$ cat src/rtl/rr_stream_arbiter_pkg.sv
// rtl/rr_stream_arbiter_pkg.sv - shared types, constants and round-robin pick function
package rr_arb_pkg;

    localparam int MAX_INPUTS = 16;
    localparam int SRC_IDX_W  = 4;
    localparam int DROP_CNT_W = 16;

    typedef logic [SRC_IDX_W-1:0] src_idx_t;

    typedef struct packed {
        logic     found;
        src_idx_t idx;
    } rr_pick_t;

    // First set bit of nonempty_mask strictly after last, wrapping at num_inputs.
    function automatic rr_pick_t next_rr(input src_idx_t                last,
                                         input logic [MAX_INPUTS-1:0]   nonempty_mask,
                                         input int                      num_inputs);
        rr_pick_t pick;
        int       cand;
        pick.found = 1'b0;
        pick.idx   = last;
        for (int k = 1; k <= MAX_INPUTS; k++) begin
            if (k <= num_inputs && !pick.found) begin
                cand = int'(last) + k;
                if (cand >= num_inputs) begin
                    cand = cand - num_inputs;
                end
                if (nonempty_mask[cand]) begin
                    pick.found = 1'b1;
                    pick.idx   = src_idx_t'(cand);
                end
            end
        end
        return pick;
    endfunction

endpackage

$ cat src/rtl/rr_stream_arbiter_if.sv
// rtl/rr_stream_arbiter_if.sv - producer-side and consumer-side stream signals of the arbiter
interface rr_stream_arbiter_if #(
    parameter int NUM_INPUTS = 4,
    parameter int DATA_WIDTH = 64
);
    localparam int SRC_W = $clog2(NUM_INPUTS);

    logic [NUM_INPUTS-1:0][DATA_WIDTH-1:0] data_line;
    logic [NUM_INPUTS-1:0]                 valid_array;
    logic [NUM_INPUTS-1:0]                 ready_array;
    logic [NUM_INPUTS-1:0]                 full_array;
    logic [DATA_WIDTH-1:0]                 data_out;
    logic [SRC_W-1:0]                      source_out;
    logic                                  data_valid_out;
    logic                                  receiver_ready;

    modport slave (
        input  data_line, valid_array, receiver_ready,
        output ready_array, full_array, data_out, source_out, data_valid_out
    );

    modport master (
        output data_line, valid_array, receiver_ready,
        input  ready_array, full_array, data_out, source_out, data_valid_out
    );

endinterface

$ cat src/rtl/rr_stream_arbiter_fifo.sv
// rtl/rr_stream_arbiter_fifo.sv - first-word fall-through synchronous FIFO, one per arbiter input
module arb_sync_fifo #(
    parameter int DATA_WIDTH = 64,
    parameter int FIFO_DEPTH = 16
) (
    input  logic                  clk,
    input  logic                  rst_n,
    input  logic                  push,
    input  logic [DATA_WIDTH-1:0] din,
    input  logic                  pop,
    output logic [DATA_WIDTH-1:0] dout,
    output logic                  empty,
    output logic                  full
);
    localparam int AW = $clog2(FIFO_DEPTH);

    logic [DATA_WIDTH-1:0] mem [FIFO_DEPTH];
    logic [AW-1:0]         wr_ptr;
    logic [AW-1:0]         rd_ptr;
    logic [AW:0]           count;
    logic                  do_push;
    logic                  do_pop;

    assign do_push = push && !full;
    assign do_pop  = pop && !empty;
    assign empty   = (count == '0);
    assign full    = (count == (AW+1)'(FIFO_DEPTH));
    assign dout    = mem[rd_ptr];

    // Pointers wrap naturally since FIFO_DEPTH is a power of two.
    always_ff @(posedge clk or negedge rst_n) begin
        if (!rst_n) begin
            wr_ptr <= '0;
            rd_ptr <= '0;
            count  <= '0;
        end else begin
            if (do_push) begin
                wr_ptr <= wr_ptr + 1'b1;
            end
            if (do_pop) begin
                rd_ptr <= rd_ptr + 1'b1;
            end
            case ({do_push, do_pop})
                2'b10:   count <= count + 1'b1;
                2'b01:   count <= count - 1'b1;
                default: count <= count;
            endcase
        end
    end

    always_ff @(posedge clk) begin
        if (do_push) begin
            mem[wr_ptr] <= din;
        end
    end

endmodule

$ cat src/rtl/rr_stream_arbiter.sv
// rtl/rr_stream_arbiter.sv - N-to-1 round-robin stream merger with per-input FIFOs
// Optional drop counters enabled by RR_ARB_DROP_STATS_EN.
module rr_stream_arbiter
    import rr_arb_pkg::*;
#(
    parameter  int NUM_INPUTS = 4,
    parameter  int DATA_WIDTH = 64,
    parameter  int FIFO_DEPTH = 16,
    localparam int SRC_W      = $clog2(NUM_INPUTS)
) (
    input  logic clk_in,
    input  logic rst_n_in,
    rr_stream_arbiter_if.slave bus
`ifdef RR_ARB_DROP_STATS_EN
    ,
    output logic [NUM_INPUTS-1:0][DROP_CNT_W-1:0] drop_count_out
`endif
);

    logic [NUM_INPUTS-1:0]                 fifo_empty;
    logic [NUM_INPUTS-1:0]                 fifo_full;
    logic [NUM_INPUTS-1:0]                 fifo_pop;
    logic [NUM_INPUTS-1:0][DATA_WIDTH-1:0] fifo_dout;

    logic [MAX_INPUTS-1:0] nonempty_mask;
    rr_pick_t              pick;
    logic [SRC_W-1:0]      sel;
    logic                  load;

    logic [DATA_WIDTH-1:0] out_data;
    logic [SRC_W-1:0]      out_src;
    logic                  out_valid;
    src_idx_t              last_grant;

    for (genvar gi = 0; gi < NUM_INPUTS; gi++) begin : g_fifo
        arb_sync_fifo #(
            .DATA_WIDTH (DATA_WIDTH),
            .FIFO_DEPTH (FIFO_DEPTH)
        ) u_fifo (
            .clk   (clk_in),
            .rst_n (rst_n_in),
            .push  (bus.valid_array[gi]),
            .din   (bus.data_line[gi]),
            .pop   (fifo_pop[gi]),
            .dout  (fifo_dout[gi]),
            .empty (fifo_empty[gi]),
            .full  (fifo_full[gi])
        );
    end

    // Ready comes from registered occupancy only, so a popping full FIFO still reads not-ready.
    assign bus.ready_array    = ~fifo_full;
    assign bus.full_array     = fifo_full;
    assign bus.data_out       = out_data;
    assign bus.source_out     = out_src;
    assign bus.data_valid_out = out_valid;

    assign load = !out_valid || bus.receiver_ready;
    assign sel  = pick.idx[SRC_W-1:0];

    always_comb begin
        nonempty_mask                 = '0;
        nonempty_mask[NUM_INPUTS-1:0] = ~fifo_empty;
        pick                          = next_rr(last_grant, nonempty_mask, NUM_INPUTS);
    end

    always_comb begin
        fifo_pop = '0;
        for (int i = 0; i < NUM_INPUTS; i++) begin
            fifo_pop[i] = load && pick.found && (pick.idx == src_idx_t'(i));
        end
    end

    always_ff @(posedge clk_in or negedge rst_n_in) begin
        if (!rst_n_in) begin
            out_data   <= '0;
            out_src    <= '0;
            out_valid  <= 1'b0;
            last_grant <= src_idx_t'(NUM_INPUTS - 1);
        end else if (load) begin
            if (pick.found) begin
                out_data   <= fifo_dout[sel];
                out_src    <= sel;
                out_valid  <= 1'b1;
                last_grant <= pick.idx;
            end else begin
                out_valid  <= 1'b0;
            end
        end
    end

`ifdef RR_ARB_DROP_STATS_EN
    always_ff @(posedge clk_in or negedge rst_n_in) begin
        if (!rst_n_in) begin
            drop_count_out <= '0;
        end else begin
            for (int i = 0; i < NUM_INPUTS; i++) begin
                if (bus.valid_array[i] && fifo_full[i] &&
                    drop_count_out[i] != {DROP_CNT_W{1'b1}}) begin
                    drop_count_out[i] <= drop_count_out[i] + 1'b1;
                end
            end
        end
    end
`endif

endmodule

$ cat src/flat_wrapper.sv
// flat-port wrapper written by rule: the top's interface ports become plain ports
module rr_stream_arbiter_flat import rr_arb_pkg::*;
#(
    parameter  int NUM_INPUTS = 4,
    parameter  int DATA_WIDTH = 64,
    parameter  int FIFO_DEPTH = 16,
    localparam int SRC_W      = $clog2(NUM_INPUTS)
)
  (clk_in, rst_n_in, bus_data_line, bus_valid_array, bus_receiver_ready, bus_ready_array, bus_full_array, bus_data_out, bus_source_out, bus_data_valid_out);
  rr_stream_arbiter_if #(.NUM_INPUTS(NUM_INPUTS), .DATA_WIDTH(DATA_WIDTH)) bus_i ();
  input  logic clk_in;
  input  logic rst_n_in;
  input wire logic [$bits(bus_i.data_line)-1:0] bus_data_line;
  input wire logic [$bits(bus_i.valid_array)-1:0] bus_valid_array;
  input wire logic [$bits(bus_i.receiver_ready)-1:0] bus_receiver_ready;
  output wire logic [$bits(bus_i.ready_array)-1:0] bus_ready_array;
  output wire logic [$bits(bus_i.full_array)-1:0] bus_full_array;
  output wire logic [$bits(bus_i.data_out)-1:0] bus_data_out;
  output wire logic [$bits(bus_i.source_out)-1:0] bus_source_out;
  output wire logic [$bits(bus_i.data_valid_out)-1:0] bus_data_valid_out;
  assign bus_i.data_line = bus_data_line;
  assign bus_i.valid_array = bus_valid_array;
  assign bus_i.receiver_ready = bus_receiver_ready;
  assign bus_ready_array = bus_i.ready_array;
  assign bus_full_array = bus_i.full_array;
  assign bus_data_out = bus_i.data_out;
  assign bus_source_out = bus_i.source_out;
  assign bus_data_valid_out = bus_i.data_valid_out;
  rr_stream_arbiter #(.NUM_INPUTS(NUM_INPUTS), .DATA_WIDTH(DATA_WIDTH), .FIFO_DEPTH(FIFO_DEPTH)) u_core (.clk_in(clk_in), .rst_n_in(rst_n_in), .bus(bus_i));
endmodule
$ cat config.mk
export PLATFORM = sky130hd
export DESIGN_NAME = rr_stream_arbiter_flat
export DESIGN_NICKNAME = d
export VERILOG_FILES = /design/src/rtl/rr_stream_arbiter_pkg.sv /design/src/rtl/rr_stream_arbiter_if.sv /design/src/rtl/rr_stream_arbiter_fifo.sv /design/src/rtl/rr_stream_arbiter.sv /design/src/flat_wrapper.sv
export SDC_FILE = /design/constraint.sdc
export NUM_CORES = 2
export LEC_CHECK = 0
export CAP_MARGIN = 20
export CORE_ASPECT_RATIO = 1.4
export CORE_UTILIZATION = 40
export DETAILED_ROUTE_END_ITERATION = 7
export MAX_ROUTING_LAYER = met4
export SLEW_MARGIN = 10
export SYNTH_ARGS = -nofsm -noshare
export SYNTH_HDL_FRONTEND = slang
export SYNTH_HIERARCHICAL = 1
export SYNTH_SLANG_ARGS = --single-unit
export TNS_END_PERCENT = 5
$ cat constraint.sdc
create_clock -name clk_in -period 8.9 [get_ports clk_in]
set_input_delay 1.78 -clock clk_in [delete_from_list [all_inputs] [get_ports clk_in]]
set_output_delay 1.78 -clock clk_in [all_outputs]
set_load 0.01 [all_outputs]
; Word-level counts from Yosys, hierarchy flattened
; Memory sizes are Yosys's and may differ from the RTL's.
; Cells that the tools add are included.
[totals]
register_bits = 123
n_memories = 4
ramBits = 4096
latch_bits = 0
rom_bits = 0
word_cells = 144
output_inout_bits = 75
[mem_list]
columns = name, words, word_bits, rd, rd_clocked_by_memory_dff, write_ports, line_no
row1 = u_core.g_fifo[0].u_fifo.mem, 16, 64, 1, 0, 1, rr_stream_arbiter_fifo.sv:17  ; logic [DATA_WIDTH-1:0] mem [FIFO_DEPTH];
row2 = u_core.g_fifo[1].u_fifo.mem, 16, 64, 1, 0, 1, rr_stream_arbiter_fifo.sv:17
row3 = u_core.g_fifo[2].u_fifo.mem, 16, 64, 1, 0, 1, rr_stream_arbiter_fifo.sv:17
row4 = u_core.g_fifo[3].u_fifo.mem, 16, 64, 1, 0, 1, rr_stream_arbiter_fifo.sv:17
[op_classes]
reduce_logical = 33
mux = 41
add_sub_neg = 24
bitwise = 2
n_shift = 0
mul = 0
eq_ne = 15
div = 0
magnitude_cmp = 9
[ops]
columns = cell, n
row1 = 32-bit two-way mux, 7
row2 = 64-bit binary-select mux with 2-bit select, 1
row3 = "32-bit by 4-bit >= comparator with 1-bit output, second input constant", 4
row4 = "32-bit by 6-bit < comparator with 1-bit output, second input constant", 4
row5 = "32-bit by 4-bit subtractor with 32-bit output, second input constant", 4
row6 = 64-bit two-way mux, 1
row7 = 5-bit one-hot mux with 2 select lines, 4
row8 = 5-bit two-way mux, 7
row9 = "4-bit by 1-bit adder with 4-bit output, second input constant", 8
row10 = "5-bit by 1-bit adder with 5-bit output, second input constant", 4
row11 = "5-bit equality test, second input constant", 4
row12 = 5-bit logical NOT, 4
row13 = "5-bit by 1-bit subtractor with 5-bit output, second input constant", 4
row14 = 1-bit two-way mux, 17
row15 = 1-bit binary-select mux with 4-bit select, 4
row16 = 1-bit logical AND, 13
row17 = "4-bit by 2-bit adder with 5-bit output, second input constant", 2
row18 = 1-bit logical NOT, 9
row19 = "2-bit by 1-bit equality test with 1-bit output, second input constant", 4
row20 = "2-bit equality test, second input constant", 4
row21 = "4-bit by 2-bit equality test with 1-bit output, second input constant", 2
row22 = 4-bit NOT, 2
row23 = 2-bit nonzero test, 4
row24 = "4-bit by 1-bit adder with 5-bit output, second input constant", 1
row25 = other kinds (6), 6

; Depth between registers and ports, before layout
[logic_depth]
depth_word = 30
mapped_depth = 26
depth_no_buf = 22

; Cells and area by module
; Netlist, hierarchy kept.
[by_module_without_submodules]
columns = mod, area_each_um2, seq_area_each_um2, cells_per_inst, instances
row1 = arb_sync_fifo (u_core.g_fifo[1].u_fifo ...), 40013.4, 31074.8, 1993, 3
row2 = arb_sync_fifo (u_core.g_fifo[0].u_fifo), 40057.2, 31074.8, 1993, 1
row3 = rr_stream_arbiter, 5586.6, 1779.2, 445, 1

; Worst setup path before layout
; No wires, ideal clock.
[synth_timing]
path_type = input -> register
startpoint = input port bus_valid_array[1]
endpoint = memory u_core.g_fifo[1].u_fifo.mem[3][0] (enable)
t_required_ns = 8.335
path_stages = 4
path_slack_ns = 1.661
t_arrival_ns = 6.674
setup_ns = 0.565
cell_sequence = and2_1 > clkbuf_1 > nand2_1 > nor3_1
[synth_via]
elab_chain_cells = 3
[synth_lines]
columns = element, line_no
row1 = start: declaration, flat_wrapper.sv:14  ; input wire logic [$bits(bus_i.valid_array)-1:0] bus_valid_array;
row2 = 1-bit logical AND, rr_stream_arbiter_fifo.sv:24  ; assign do_push = push && !full;
row3 = 1-bit two-way mux, rr_stream_arbiter_fifo.sv:52  ; if (do_push) begin
row4 = 1-bit two-way mux (implied by the code), rr_stream_arbiter_fifo.sv:53  ; mem[wr_ptr] <= din;
row5 = end: declaration, rr_stream_arbiter_fifo.sv:17
; No other way between the ends.

; Worst setup path after layout
[layout_timing]
startpoint = register u_core.last_grant[1]
endpoint = register u_core.g_fifo[2].u_fifo.count[4]
[layout_via]
elab_chain_cells = 18
[layout_lines]
columns = element, line_no
row1 = start: declaration, rr_stream_arbiter.sv:33  ; src_idx_t last_grant;
row2 = start signal: assignment, rr_stream_arbiter.sv:79  ; last_grant <= src_idx_t'(NUM_INPUTS - 1);
row3 = start signal: assignment, rr_stream_arbiter.sv:85  ; last_grant <= pick.idx;
row4 = 4-bit by 1-bit adder with 5-bit output or 4-bit by 2-bit adder with 5-bit output (tied branches), rr_stream_arbiter_pkg.sv:25  ; cand = int'(last) + k;
row5 = 32-bit by 4-bit subtractor with 32-bit output or 32-bit by 4-bit >= comparator with 1-bit output (tied branches), "rr_stream_arbiter_pkg.sv:27, rr_stream_arbiter_pkg.sv:26"
row6 = 32-bit two-way mux, rr_stream_arbiter_pkg.sv:26  ; if (cand >= num_inputs) begin
row7 = 1-bit binary-select mux with 4-bit select or 32-bit two-way mux (tied branches), "rr_stream_arbiter_pkg.sv:29, rr_stream_arbiter_pkg.sv:24"
row8 = 1-bit two-way mux (implied by the code) or 1-bit binary-select mux with 4-bit select (tied branches), rr_stream_arbiter_pkg.sv:29  ; if (nonempty_mask[cand]) begin
row9 = 1-bit two-way mux (implied by the code), rr_stream_arbiter_pkg.sv:29
row10 = 5-bit two-way mux or 1-bit two-way mux (tied branches), rr_stream_arbiter_pkg.sv:29
row11 = 5-bit two-way mux, rr_stream_arbiter_pkg.sv:29
row12 = [... 3 more ...], --
row13 = 5-bit two-way mux, rr_stream_arbiter_pkg.sv:29
row14 = 5-bit two-way mux *, rr_stream_arbiter_pkg.sv:24  ; if (k <= num_inputs && !pick.found) begin
row15 = 4-bit by 2-bit equality test with 1-bit output, rr_stream_arbiter.sv:70  ; fifo_pop[i] = load && pick.found && (pick.idx == src_idx_t'(i));
row16 = 1-bit logical AND *, rr_stream_arbiter.sv:70
row17 = via u_core.fifo_pop[2], rr_stream_arbiter.sv:22  ; logic [NUM_INPUTS-1:0] fifo_pop;
row18 = 1-bit logical AND *, rr_stream_arbiter_fifo.sv:25  ; assign do_pop = pop && !empty;
row19 = 2-bit by 1-bit equality test with 1-bit output or 2-bit equality test (tied branches), rr_stream_arbiter_fifo.sv:43  ; case ({do_push, do_pop})
row20 = 5-bit one-hot mux with 2 select lines or 2-bit nonzero test (tied branches), --
row21 = end signal: assignment, rr_stream_arbiter_fifo.sv:44  ; 2'b10: count <= count + 1'b1;
row22 = end signal: assignment, rr_stream_arbiter_fifo.sv:45  ; 2'b01: count <= count - 1'b1;
row23 = end signal: assignment, rr_stream_arbiter_fifo.sv:46  ; default: count <= count;
row24 = end: declaration, rr_stream_arbiter_fifo.sv:20  ; logic [AW:0] count;
; The timed path passes the listed nets; every way through them passes the cells marked *. The select of a mux whose other input is x is not followed.
; A chain may end at the register's enable or synchronous reset.

==> results.md <==
- Status: finished with violations
- Failing checks: design-rule violations
- Nets@finish: 9211
- WL final: ~420000 um
- Total grt overflow: 0
- GPL Wtd Cong: roughly 0.82
- Req. time, crit path: just under 10 ns
- Hold-fix buffers, CTS: 0
- EDFF count, synth: a little over 4k
- Final setup fails: 0
- Internal: 42.8 mW
- Starting Density: 0.402
- Layout cells sized above 1: 0.185
- Hold Vio Cnt, Final: 0
- Commonest non-fill, non-tap cell in the layout: edfxtp_1
- Mapped cell area: roughly 170000 um^2
- Unrepaired setup endpoints after global routing: false
- Asr flop ratio synth: 0.0292
- Clock Sink Count: between 4k and 5k
- Number of H-tree levels: 5
- Setup TNS: 0 ns
- P_leak: 62.0 nW
- Post-synthesis compound-gate area fraction: 0.0504
- Tcrit/Tclk final: 0.682
- Worst slew pin tran: roughly 1.1 ns
- Clock transition at path regs: 0.06 ns
- Min Tclk post-route: 6.07 ns
- Synth Area in Adders: 0.00441
- Pwr Density: ~340 nW/um^2
- NetSw: between 20 and 25 mW
- Logic pwr share: 0.333
- CP endpoint kind: register
- Syn_nets: a little under 9k
- YS warnings: 6
- Flops & latches, synth: between 4k and 5k
- Quantity of gates resized following cts: 0
- Largest family of logic cells by synthesized area: multiplexers
- Setup bufs post-CTS: 0
- Primary FF master, synth: edfxtp_1
- Vias per inst: between 5 and 6
- Non-filler cells, final: approximately 15k
- F_max: between 0.15 and 0.2 GHz
- Clk Latency, worst-skew pair: 0.95 ns
- Final Slew Violations: 0
- CTS buffer count: 419
- CP arrival: 6.87 ns
- Routed WL per cell: ~29 um
- Final Util: 0.459
- CP Class: reg -> reg
- Worst R2R Setup Slack: roughly 2.8 ns
- Simple-Gate Fraction of Synth Area: 0.0112
- Number of distinct library cells after synthesis: 57
- Area Growth Syn to Fin: 14.2%
- Cell row count: roughly 280
- Hold crit path type: reg -> reg
- Io pins: ~340
- Clock share of power: 0.274
- Mux cell area share after synthesis: 0.152
- Syn Inst Count: between 8k and 9k
- DP HPWL: approximately 250000 um
- Clock Tree Buf Depth: 4
- Root Buffer Master: clkbuf_16
- ANT nets after route: 0
- Total number of vias: about 82k
- Port Buffers: 337
- CTS tree: done
- First-pass GRT wire length: about 600000 um
- Syn avg cell area: 19.7 um^2
- Die Area: between 400000 and 500000 um^2
- GRT Util Overall: 0.206
- Register area share after synthesis: 0.761
- # DRC: between 50 and 60
- Initial DRC count: 7402
- Vias in the first global route: about 83k
- Synth Area in XOR/XNOR: 0.00263
- Initial antenna violation count: about 130
- Die width: around 550 um
- VDD IR max: between 0.3 and 0.4 mV
- Sw Ratio: 0.338
- Max_cap viols: 0
- Pre-Repair DR Iteration Count: 7
- Rel. slew slack: 0.258
- Die Ht: between 700 and 800 um
- Area of the core: 412000 um^2
- Placed Cells: between 10k and 15k
- Max FO, Critical Path: 24
- Seq pwr share: 0.393
- Pin count of the biggest net entering global routing: between 100 and 150
- Layout Skew: 0.0628 ns
- CP Launch Type: register
- Most frequent cells in the layout: 4096 x edfxtp_1, 966 x mux2i_1, 515 x mux4_2
## cell type report
cell class | instances | area [um^2]
multi-input combinational | 3674 | 37000
inverter | 49 | 184
clock buffer | 542 | 11300
fill | 34276 | 223000
timing repair buffer | 529 | 4940
antenna | 95 | 238
clock inverter | 233 | 2570
tap | 5479 | 6860
sequential | 4219 | 126000
## power by group through the flow
| stage | Combinational (mW) | Sequential (mW) | Clock [mW] |
|---|---|---|---|
| 6_report | 21.5 | 25.4 | 17.7 |
| 5_1_grt | 22.8 | 25.6 | 18.8 |
| 4_1_cts | 21.5 | 25.5 | 18.0 |
| 3_5_place_dp | 21.5 | 25.9 | 0 |
| 3_3_place_gp | 21.2 | 25.8 | 0 |
| 2_1_floorplan | 14.9 | 25.1 | 0 |
## state kept, by name (all words and copies together), names as in the netlist
register	count
u_core/bus.data_valid_out	1
u_core/g_fifo.u_fifo/mem	4096
u_core/bus.source_out	2
u_core/last_grant	4
u_core/bus.data_out	64
u_core/g_fifo.u_fifo/wr_ptr	16
u_core/g_fifo.u_fifo/rd_ptr	16
u_core/g_fifo.u_fifo/count	20
## per-stage QoR
| step | hold slack, ns | setup WS [ns] | total power [mW] | cell area, um^2 |
|---|---|---|---|---|
| after floorplan | 0.459 | 1.66 | 40.0 | 166000 |
| after global placement | 0.477 | 2.96 | 47.0 | 175000 |
| after detailed placement | 0.486 | 2.90 | 47.4 | 175000 |
| after CTS | 0.500 | 2.85 | 65.1 | 189000 |
| after global routing | 0.525 | 2.49 | 67.2 | 189000 |
| final | 0.500 | 2.83 | 64.6 | 189000 |
## Yosys cell counts, types with 2 or more instances
cell | number | share of area
nand2b_1 | 14 | 0.00053
edfxtp_1 | 4096 | 0.74
dfstp_2 | 2 | 0.00032
buf_4 | 50 | 0.0023
and3_1 | 2 | 0.000076
xor2_1 | 13 | 0.00069
a221oi_1 | 252 | 0.013
nor4_1 | 4 | 0.00015
xnor2_1 | 33 | 0.0017
fa_1 | 4 | 0.00048
mux4_2 | 515 | 0.070
mux2_4 | 46 | 0.0042
mux2i_1 | 966 | 0.058
dfrtp_1 | 121 | 0.018
o21ai_1 | 56 | 0.0017
clkbuf_1 | 196 | 0.0044
a221oi_2 | 4 | 0.00036
nand2_1 | 301 | 0.0068
ha_1 | 52 | 0.0039
nand3_1 | 10 | 0.00030
buf_6 | 119 | 0.0081
and2_1 | 8 | 0.00030
a21oi_1 | 266 | 0.0080
nor2b_1 | 13 | 0.00049
inv_2 | 2 | 0.000045
a21o_1 | 4 | 0.00018
nand4_1 | 5 | 0.00019
or3b_2 | 4 | 0.00021
o21ai_0 | 475 | 0.014
mux2_2 | 230 | 0.016
mux2_1 | 48 | 0.0033
a22oi_1 | 257 | 0.012
buf_1 | 53 | 0.0012
nor3_1 | 17 | 0.00051
inv_1 | 47 | 0.0011
buf_2 | 56 | 0.0017
nor2_1 | 53 | 0.0012
and2b_1 | 4 | 0.00018
## worst paths after layout
kind | start | end | depth (start not counted)
max in group asynchronous | rst_n_in | u_core/g_fifo[0].u_fifo/rd_ptr[0] | 2
worst min register to register | u_core/g_fifo[3].u_fifo/count[4] | u_core/g_fifo[3].u_fifo/count[4] | 1
worst max-delay path | u_core/last_grant[1] | u_core/g_fifo[2].u_fifo/count[4] | 21
min in group asynchronous | rst_n_in | u_core/g_fifo[1].u_fifo/wr_ptr[1] | 1
worst max register to register | u_core/last_grant[1] | u_core/g_fifo[2].u_fifo/count[4] | 21
worst min-delay path | u_core/g_fifo[3].u_fifo/count[4] | u_core/g_fifo[3].u_fifo/count[4] | 1
## worst max-delay path, cell delays in order (launching register included)
cell and delay (ns):
dfstp_2 0.66, inv_1 0.16, ha_1 0.24, a21oi_1 0.15, xnor2_1 0.24, ha_1 0.22, nand2_1 0.07, a311oi_2 0.34
a31oi_4 0.08, nor2_1 0.16, nor3_1 0.13, a21oi_4 0.64, nor3b_1 0.54, nor2b_1 0.47, ha_1 0.34, inv_1 0.12
fa_1 0.41, nor2b_1 0.14, o21ai_0 0.12, nand3_1 0.10, or3b_2 0.46, xnor2_1 0.14
## metal layers
layer,wire (um),vias to the layer above,track usage
li1,-,35589,-
met1,171000,43478,0.255
met2,213000,2596,0.344
met3,29400,608,0.0436
met4,10800,0,0.0528
met5,0,-,-
## logic make-up (layout without fill, tap and decap cells)
group,count (synthesis),count (layout)
other cells,0,95
buf+inv,524,1353
flops,4219,4219
mux,1806,1806
compound gates,1325,1325
fa+ha+maj,56,56
xor+xnor,48,48
simple gates,439,439
Note: power is estimated with default switching activity, not from simulation.
